===== src/rtl/cam_frame_monitor_if.sv =====
// Camera stream sideband tap plus the measurement results of cam_frame_monitor.
// master: stream/control source and result consumer; slave: the monitor itself.
interface cam_frame_monitor_if #(
  parameter int DIM_WIDTH = 16
);
  logic                 enable;
  logic                 vsync;
  logic                 de;
  logic [31:0]          frames_per_second;
  logic                 fps_update;
  logic [DIM_WIDTH-1:0] lines_per_frame;
  logic [DIM_WIDTH-1:0] pixels_per_line;
  logic                 frame_stall;
  logic [31:0]          debug_status;

  modport master (
    output enable, vsync, de,
    input  frames_per_second, fps_update, lines_per_frame,
           pixels_per_line, frame_stall, debug_status
  );

  modport slave (
    input  enable, vsync, de,
    output frames_per_second, fps_update, lines_per_frame,
           pixels_per_line, frame_stall, debug_status
  );
endinterface


===== src/rtl/cam_frame_monitor.sv =====
// Passive camera stream monitor: frame rate per window, lines per frame,
// pixels per line and a no-frame stall flag, all as registered outputs.
module cam_frame_monitor #(
  parameter int WINDOW_CYCLES     = 100000000,
  parameter bit VSYNC_ACTIVE_HIGH = 1'b1,
  parameter int DIM_WIDTH         = 16
) (
  input logic                clk,
  input logic                reset,
  cam_frame_monitor_if.slave mon
);

  localparam int                   WIN_W    = (WINDOW_CYCLES > 2) ? $clog2(WINDOW_CYCLES) : 1;
  localparam logic [WIN_W-1:0]     WIN_LAST = WIN_W'(WINDOW_CYCLES - 1);
  localparam logic [DIM_WIDTH-1:0] DIM_MAX  = '1;
  localparam logic [DIM_WIDTH-1:0] DIM_ONE  = DIM_WIDTH'(1);

  logic                 vsync_q;
  logic                 de_q;
  logic                 frame_start;
  logic                 line_start;
  logic                 line_end;
  logic                 win_last;
  logic [WIN_W-1:0]     win_cnt;
  logic [31:0]          frame_cnt;
  logic [31:0]          frame_total;
  logic [31:0]          fps_q;
  logic                 fps_update_q;
  logic                 stall_q;
  logic                 stall_next;
  logic [DIM_WIDTH-1:0] line_cnt;
  logic [DIM_WIDTH-1:0] pix_cnt;
  logic [DIM_WIDTH-1:0] lpf_q;
  logic [DIM_WIDTH-1:0] lpf_next;
  logic [DIM_WIDTH-1:0] ppl_q;
  logic [15:0]          lpf_next16;
  logic [31:0]          debug_q;

  assign frame_start = VSYNC_ACTIVE_HIGH ? (mon.vsync & ~vsync_q) : (~mon.vsync & vsync_q);
  assign line_start  = mon.de & ~de_q;
  assign line_end    = ~mon.de & de_q;
  assign win_last    = (win_cnt == WIN_LAST);

  // Frame count including a frame_start on this very cycle, saturating.
  assign frame_total = (frame_start && (frame_cnt != '1)) ? frame_cnt + 32'd1 : frame_cnt;

  // Next values of the result registers, shared with the debug word so all
  // fields of debug_status change on the same edge as their source outputs.
  assign lpf_next   = (mon.enable && frame_start) ? line_cnt : lpf_q;
  assign stall_next = (mon.enable && win_last) ? (frame_total == '0) : stall_q;

  generate
    if (DIM_WIDTH >= 16) begin : g_dbg_trunc
      assign lpf_next16 = lpf_next[15:0];
    end else begin : g_dbg_ext
      assign lpf_next16 = {{(16-DIM_WIDTH){1'b0}}, lpf_next};
    end
  endgenerate

  always_ff @(posedge clk or posedge reset) begin
    if (reset) begin
      vsync_q      <= 1'b0;
      de_q         <= 1'b0;
      win_cnt      <= '0;
      frame_cnt    <= '0;
      fps_q        <= '0;
      fps_update_q <= 1'b0;
      stall_q      <= 1'b0;
      line_cnt     <= '0;
      pix_cnt      <= '0;
      lpf_q        <= '0;
      ppl_q        <= '0;
      debug_q      <= '0;
    end else begin
      vsync_q      <= mon.vsync;
      de_q         <= mon.de;
      fps_update_q <= 1'b0;
      lpf_q        <= lpf_next;
      stall_q      <= stall_next;
      debug_q      <= {stall_next, mon.enable, 14'd0, lpf_next16};

      if (!mon.enable) begin
        win_cnt   <= '0;
        frame_cnt <= '0;
        line_cnt  <= '0;
        pix_cnt   <= '0;
      end else begin
        if (win_last) begin
          win_cnt      <= '0;
          frame_cnt    <= '0;
          fps_q        <= frame_total;
          fps_update_q <= 1'b1;
        end else begin
          win_cnt   <= win_cnt + 1'b1;
          frame_cnt <= frame_total;
        end

        // A line opening on the frame_start cycle belongs to the new frame.
        if (frame_start) begin
          line_cnt <= line_start ? DIM_ONE : '0;
        end else if (line_start && (line_cnt != DIM_MAX)) begin
          line_cnt <= line_cnt + 1'b1;
        end

        if (line_end) begin
          ppl_q   <= pix_cnt;
          pix_cnt <= '0;
        end else if (mon.de && (pix_cnt != DIM_MAX)) begin
          pix_cnt <= pix_cnt + 1'b1;
        end
      end
    end
  end

  assign mon.frames_per_second = fps_q;
  assign mon.fps_update        = fps_update_q;
  assign mon.lines_per_frame   = lpf_q;
  assign mon.pixels_per_line   = ppl_q;
  assign mon.frame_stall       = stall_q;
  assign mon.debug_status      = debug_q;

endmodule


===== src/flat_wrapper.sv =====
// flat-port wrapper written by rule: the top's interface ports become plain ports
module cam_frame_monitor_flat 
#(
  parameter int WINDOW_CYCLES     = 100000000,
  parameter bit VSYNC_ACTIVE_HIGH = 1'b1,
  parameter int DIM_WIDTH         = 16
)
  (clk, reset, mon_enable, mon_vsync, mon_de, mon_frames_per_second, mon_fps_update, mon_lines_per_frame, mon_pixels_per_line, mon_frame_stall, mon_debug_status);
  cam_frame_monitor_if #(.DIM_WIDTH(DIM_WIDTH)) mon_i ();
  input logic clk;
  input logic reset;
  input wire logic [$bits(mon_i.enable)-1:0] mon_enable;
  input wire logic [$bits(mon_i.vsync)-1:0] mon_vsync;
  input wire logic [$bits(mon_i.de)-1:0] mon_de;
  output wire logic [$bits(mon_i.frames_per_second)-1:0] mon_frames_per_second;
  output wire logic [$bits(mon_i.fps_update)-1:0] mon_fps_update;
  output wire logic [$bits(mon_i.lines_per_frame)-1:0] mon_lines_per_frame;
  output wire logic [$bits(mon_i.pixels_per_line)-1:0] mon_pixels_per_line;
  output wire logic [$bits(mon_i.frame_stall)-1:0] mon_frame_stall;
  output wire logic [$bits(mon_i.debug_status)-1:0] mon_debug_status;
  assign mon_i.enable = mon_enable;
  assign mon_i.vsync = mon_vsync;
  assign mon_i.de = mon_de;
  assign mon_frames_per_second = mon_i.frames_per_second;
  assign mon_fps_update = mon_i.fps_update;
  assign mon_lines_per_frame = mon_i.lines_per_frame;
  assign mon_pixels_per_line = mon_i.pixels_per_line;
  assign mon_frame_stall = mon_i.frame_stall;
  assign mon_debug_status = mon_i.debug_status;
  cam_frame_monitor #(.WINDOW_CYCLES(WINDOW_CYCLES), .VSYNC_ACTIVE_HIGH(VSYNC_ACTIVE_HIGH), .DIM_WIDTH(DIM_WIDTH)) u_core (.clk(clk), .reset(reset), .mon(mon_i));
endmodule

===== config.mk =====
export PLATFORM = sky130hd
export DESIGN_NAME = cam_frame_monitor_flat
export DESIGN_NICKNAME = d
export VERILOG_FILES = /design/src/rtl/cam_frame_monitor_if.sv /design/src/rtl/cam_frame_monitor.sv /design/src/flat_wrapper.sv
export SDC_FILE = /design/constraint.sdc
export NUM_CORES = 1
export LEC_CHECK = 0
export BUFFER_PORTS_ARGS = -buffer_cell sky130_fd_sc_hd__buf_4
export CAP_MARGIN = 10
export CELL_PAD_IN_SITES_DETAIL_PLACEMENT = 1
export CELL_PAD_IN_SITES_GLOBAL_PLACEMENT = 2
export CORE_AREA = 8 8 149 151
export CTS_CLUSTER_DIAMETER = 150
export DETAILED_ROUTE_END_ITERATION = 10
export DIE_AREA = 0 0 157 159
export PLACE_DENSITY_LB_ADDON = 0.2
export RECOVER_POWER = 50
export SYNTH_ARGS = -nofsm -noshare
export SYNTH_HDL_FRONTEND = slang
export SYNTH_SLANG_ARGS = --single-unit

===== constraint.sdc =====
create_clock -name clk -period 13.63 [get_ports clk]
set_input_delay 0.6815 -clock clk [delete_from_list [all_inputs] [get_ports clk]]
set_output_delay 0.6815 -clock clk [all_outputs]
set_load 0.02 [all_outputs]

; After elaboration in Yosys (flattened, before gate mapping)
; Index checks and enable logic that the tools add are counted.
[totals]
ff_bits = 177
wordCells = 52
inputBits = 5
[op_classes]
addsub = 4
eq_ne = 6
n_mux = 16
bitwise_logic = 6
n_reduce_logical = 8
[op_table]
columns = operator, count
row1 = $mux 16, 7
row2 = $mux 32, 3
row3 = $mux 27, 2
row4 = $add 16x1->16 const B, 2
row5 = $add 32x1->32 const B, 1
row6 = $logic_not 32->1, 1
row7 = $ne 16x16->1 const B, 2
row8 = $ne 32x32->1 const B, 1
row9 = $add 27x1->27 const B, 1
row10 = $eq 27x27->1 const B, 1
row11 = $ne 3x1->1 const B, 2
row12 = $logic_and 1x1->1, 5
row13 = $mux 1, 4
row14 = $reduce_and 2->1, 2
row15 = $and 1x1->1, 3
row16 = $not 1->1, 3

; Logic depth before layout (Yosys ltp)
[depth]
word_depth = 6
depth_mapped = 10
mapped_depth_nobuf = 9

; Worst setup path after synthesis
; No wires, ideal clock.
[synth_path]
path_type = input -> register
start = input port mon_vsync
end = register u_core.debug_q[31], in the netlist u_core.mon.debug_status[31]
arrival_time_ns = 2.673
setup_time_ns = 0.076
stages = 9
setup_slack_ns = 10.881
cell_sequence = nor2b_1 > clkbuf_1 > nand4_1 > a21o_2 > or2_2 > xor2_1 > nand4_1 > or4_1 > o21ai_1
[synth_via]
elab_chain_cells = 5
[synth_rtl]
columns = item, line_no
row1 = from (decl), flat_wrapper.sv:13  ; input wire logic [$bits(mon_i.vsync)-1:0] mon_vsync;
row2 = $and 1x1->1, cam_frame_monitor.sv:39  ; assign frame_start = VSYNC_ACTIVE_HIGH ? (mon.vsync & ~vsync_q) : (~mon.vsync & vsync_q);
row3 = $logic_and 1x1->1, cam_frame_monitor.sv:45  ; assign frame_total = (frame_start && (frame_cnt != '1)) ? frame_cnt + 32'd1 : frame_cnt;
row4 = $mux 32, cam_frame_monitor.sv:45
row5 = $logic_not 32->1, cam_frame_monitor.sv:50  ; assign stall_next = (mon.enable && win_last) ? (frame_total == '0) : stall_q;
row6 = $mux 1, cam_frame_monitor.sv:50
row7 = to (signal assigned), cam_frame_monitor.sv:80  ; debug_q <= {stall_next, mon.enable, 14'd0, lpf_next16};
row8 = to (decl), cam_frame_monitor.sv:37  ; logic [31:0] debug_q;
; No other way between the ends.
; A chain may end at the register's enable or synchronous reset.

==> results_dict.tcl <==
set metrics [dict create \
    postPlaceCellArea_sq_um 8260 \
    place_ws_ps 10210 \
    path_clk_slew_ps 60 \
    ys_top_cells_by_area "dfrtp_1 53%, xor2_1 5.5%, nor2_1 5.3%, mux2_2 3.9%, nand2_1 3.7%" \
    grt_use_total_pct 15.7 \
    cp_num_cells 3 \
    diodes 0 \
    postCtsHoldBufs 0 \
    worstReg2RegEnd "u_core.mon.debug_status[31]" \
    synth-edff-count 0 \
    synth_seq_cells 160 \
    post_synth.cell_area_avg_sq_um 9.98 \
    hold_viol_final 0 \
    layout_commonest_cell "dfrtp_1" \
    grt_pass1_wl_mm 31.7 \
    die_x_microns 157 \
    cts_root_buf "clkbuf_16" \
    synth_warnings 0 \
    fill_cells 2265 \
    layout_common_cells "160 x dfrtp_1, 106 x nor2_1, 87 x clkbuf_1, 73 x nand2_1, 47 x xor2_1" \
    cp_top_family "buffers and inverters" \
    nets 828 \
    drc 0 \
    cts_tree "built" \
    grt_max_degree 101 \
    cts_inserted_buffers 17 \
    syn_to_final_growth_pct 14.1 \
    gp_congestion 0.816 \
    tns_ps 0 \
    drt.antenna.violating_nets 0 \
    tightestPinTransition_ps 4390 \
    cts-resized-gates 0 \
    violations "max-capacitance violations, max-slew violations" \
    syn_area_sq_um 7540 \
    post_route_cells_drive_above_1_share_pct 9.01 \
    min-delay-path-class "input pin to flip-flop" \
    clock.fmax_ghz 0.263 \
    endpoint "u_core.frame_cnt[16]" \
    crit_arrival_ps 4270 \
    crit_chain "clkbuf_4, clkinvlp_2, buf_4" \
    slew_violations 101 \
    hold_depth 1 \
    regArea_sq_um 4000 \
    cts_setup_buffers 0 \
    synth_top_cell_by_area "dfrtp_1" \
    critical_path_class "input pin to asynchronous set/reset pin" \
    cts_num_sinks 160 \
    vias 5589 \
    final_cell_area_sq_um 8610 \
    post-route-period-util_pct 27.9 \
    htreeDepth 4 \
    r2r-start "u_core.frame_cnt[17]" \
    synth_top_area_share_pct 53.1 \
    antenna_found_initial 0 \
    insertion_delay_ps 420 \
    crit_start "reset" \
    p_leak_nw 3.70 \
    grt_pass1_vias 5996 \
    grt_setup_unrepaired "no" \
    slew_headroom_pct -194 \
    crit_path_start_kind "input pin" \
    utilization_pct 43.4 \
    num_rows 52 \
    cpPeakStageDelay_ps 2430 \
    ys_types 53 \
    ios 103 \
    synth-main-ff-cell "dfrtp_1" \
    path_max_fanout 100 \
    drt_first_pass_iters 4 \
    status "finished with violations" \
    vias_per_cell 5.07 \
    routed_wl_mm 18.8 \
    path_buf_inv 3 \
    hpwlAfterDp_mm 13.5 \
    grt.overflow.total 0 \
    portBuffers 88 \
    async_flop_share_pct 100 \
    yosysSeqAreaShare_pct 53.1 \
    synthCells 756 \
    cp.required_ps 14090 \
    rr_worst_depth 8 \
    setup_ws_ps 9820 \
    r2r_slack_ps 10440 \
    die_y_microns 159 \
    cp-end-kind "asynchronous set/reset pin" \
    fin_skew_ps 8.66 \
    wl_per_cell_microns 17.1 \
    ir_worst_vdd_mv 0.0847 \
    setup_violations 0 \
    fin_hold_ws_ps 416 \
    multi_input_area_sq_um 3200 \
    coreArea_sq_um 19800 \
    die_area_sq_um 25000 \
    initial_core_util_pct 38.0 \
    crit_slowest_cell "clkinvlp_2" \
    clk_path_buf_depth 2 \
    max_cap_violations 1 \
    power-per-cell-area_nw_per_um2 120 \
    drt_iter0_markers 212 \
    period_needed_ps 3810 \
]
==> synthesized netlist by cell type, drive strengths merged, types with 2 or more instances <==
master,instances
or3,6
clkbuf,25
or2,3
a21oi,6
nor2,106
and3,19
nand3b,4
and4,8
nor2b,2
nand4,32
buf,35
a211oi,2
nor3,18
and2,3
xnor2,29
xor2,48
mux2,26
nand2,74
nor3b,2
nand2b,5
mux2i,4
nor4,9
o21ai,47
nand3,43
dfrtp,160
a21o,2
o31ai,2
inv,13
or4,6
ha,4
==> worst register-to-register path, stage by stage (launching register included) <==
cell     delay (ps)
dfrtp_1         480
nand3_1         250
nor4_1          830
a21o_2          330
nor2_1           80
o32ai_1         400
nand3_1         130
or4_1           480
o21ai_1         140
==> worst min path at each step <==
stage                                           from                                to  slack [ps]
global placement    u_core.mon.frames_per_second[14]  u_core.mon.frames_per_second[14]         470
floorplan                          u_core.win_cnt[0]                 u_core.win_cnt[0]         450
detailed placement  u_core.mon.frames_per_second[16]  u_core.mon.frames_per_second[16]         470
CTS                                        mon_vsync                    u_core.vsync_q         380
global route                               mon_vsync                    u_core.vsync_q         420
finish                                     mon_vsync                    u_core.vsync_q         420
==> registers in the layout, summed over array words and instances (netlist names), 3 cells and up <==
name,count
u_core.frame_cnt,32
u_core.mon.frames_per_second,32
u_core.win_cnt,27
u_core.line_cnt,16
u_core.mon.pixels_per_line,16
u_core.pix_cnt,16
u_core.mon.lines_per_frame,15
u_core.mon.debug_status,3
==> cell families after synthesis <==
logic type	after synthesis	synth area share, %
and+or+nand+nor	343	22.3
DFF	160	53.1
xor gates and xnor gates	77	9.04
buffers and inverters	73	5.27
AOI/OAI and AO/OA	68	5.18
muxes	30	4.41
adders and majority gates	4	0.663
other	1	0.0497
==> area by class of cell <==
class,instances,share of cell area (%)
sequential,160,46.5
multi-input combinational,536,37.1
clock buffer,20,5.42
timing repair buffer,91,4.33
tap,270,3.93
clock inverter,12,2.08
inverter,13,0.582
==> stage by stage <==
| step | total power, mW | std cells |
|---|---|---|
| floorplan | 0.521 | 769 |
| global placement | 0.529 | 1068 |
| detailed placement | 0.530 | 1068 |
| CTS | 1.05 | 1100 |
| global route | 1.07 | 1102 |
| finish | 1.04 | 1102 |
==> per-layer routing <==
metal  routed length, microns  track usage, %  vias to the layer above
met5                        0               0                        -
met4                      299            4.90                        0
met3                      729            3.45                       20
met2                     9450            26.5                       85
met1                     8350            19.5                     2807
li1                         -               -                     2677
==> power breakdown <==
part	leakage (nW)	switching (mW)	internal (mW)
clock network	0.309	0.195	0.322
logic	1.18	0.0287	0.00777
registers	2.22	0.00342	0.479
(Power assumes the default switching activity.)
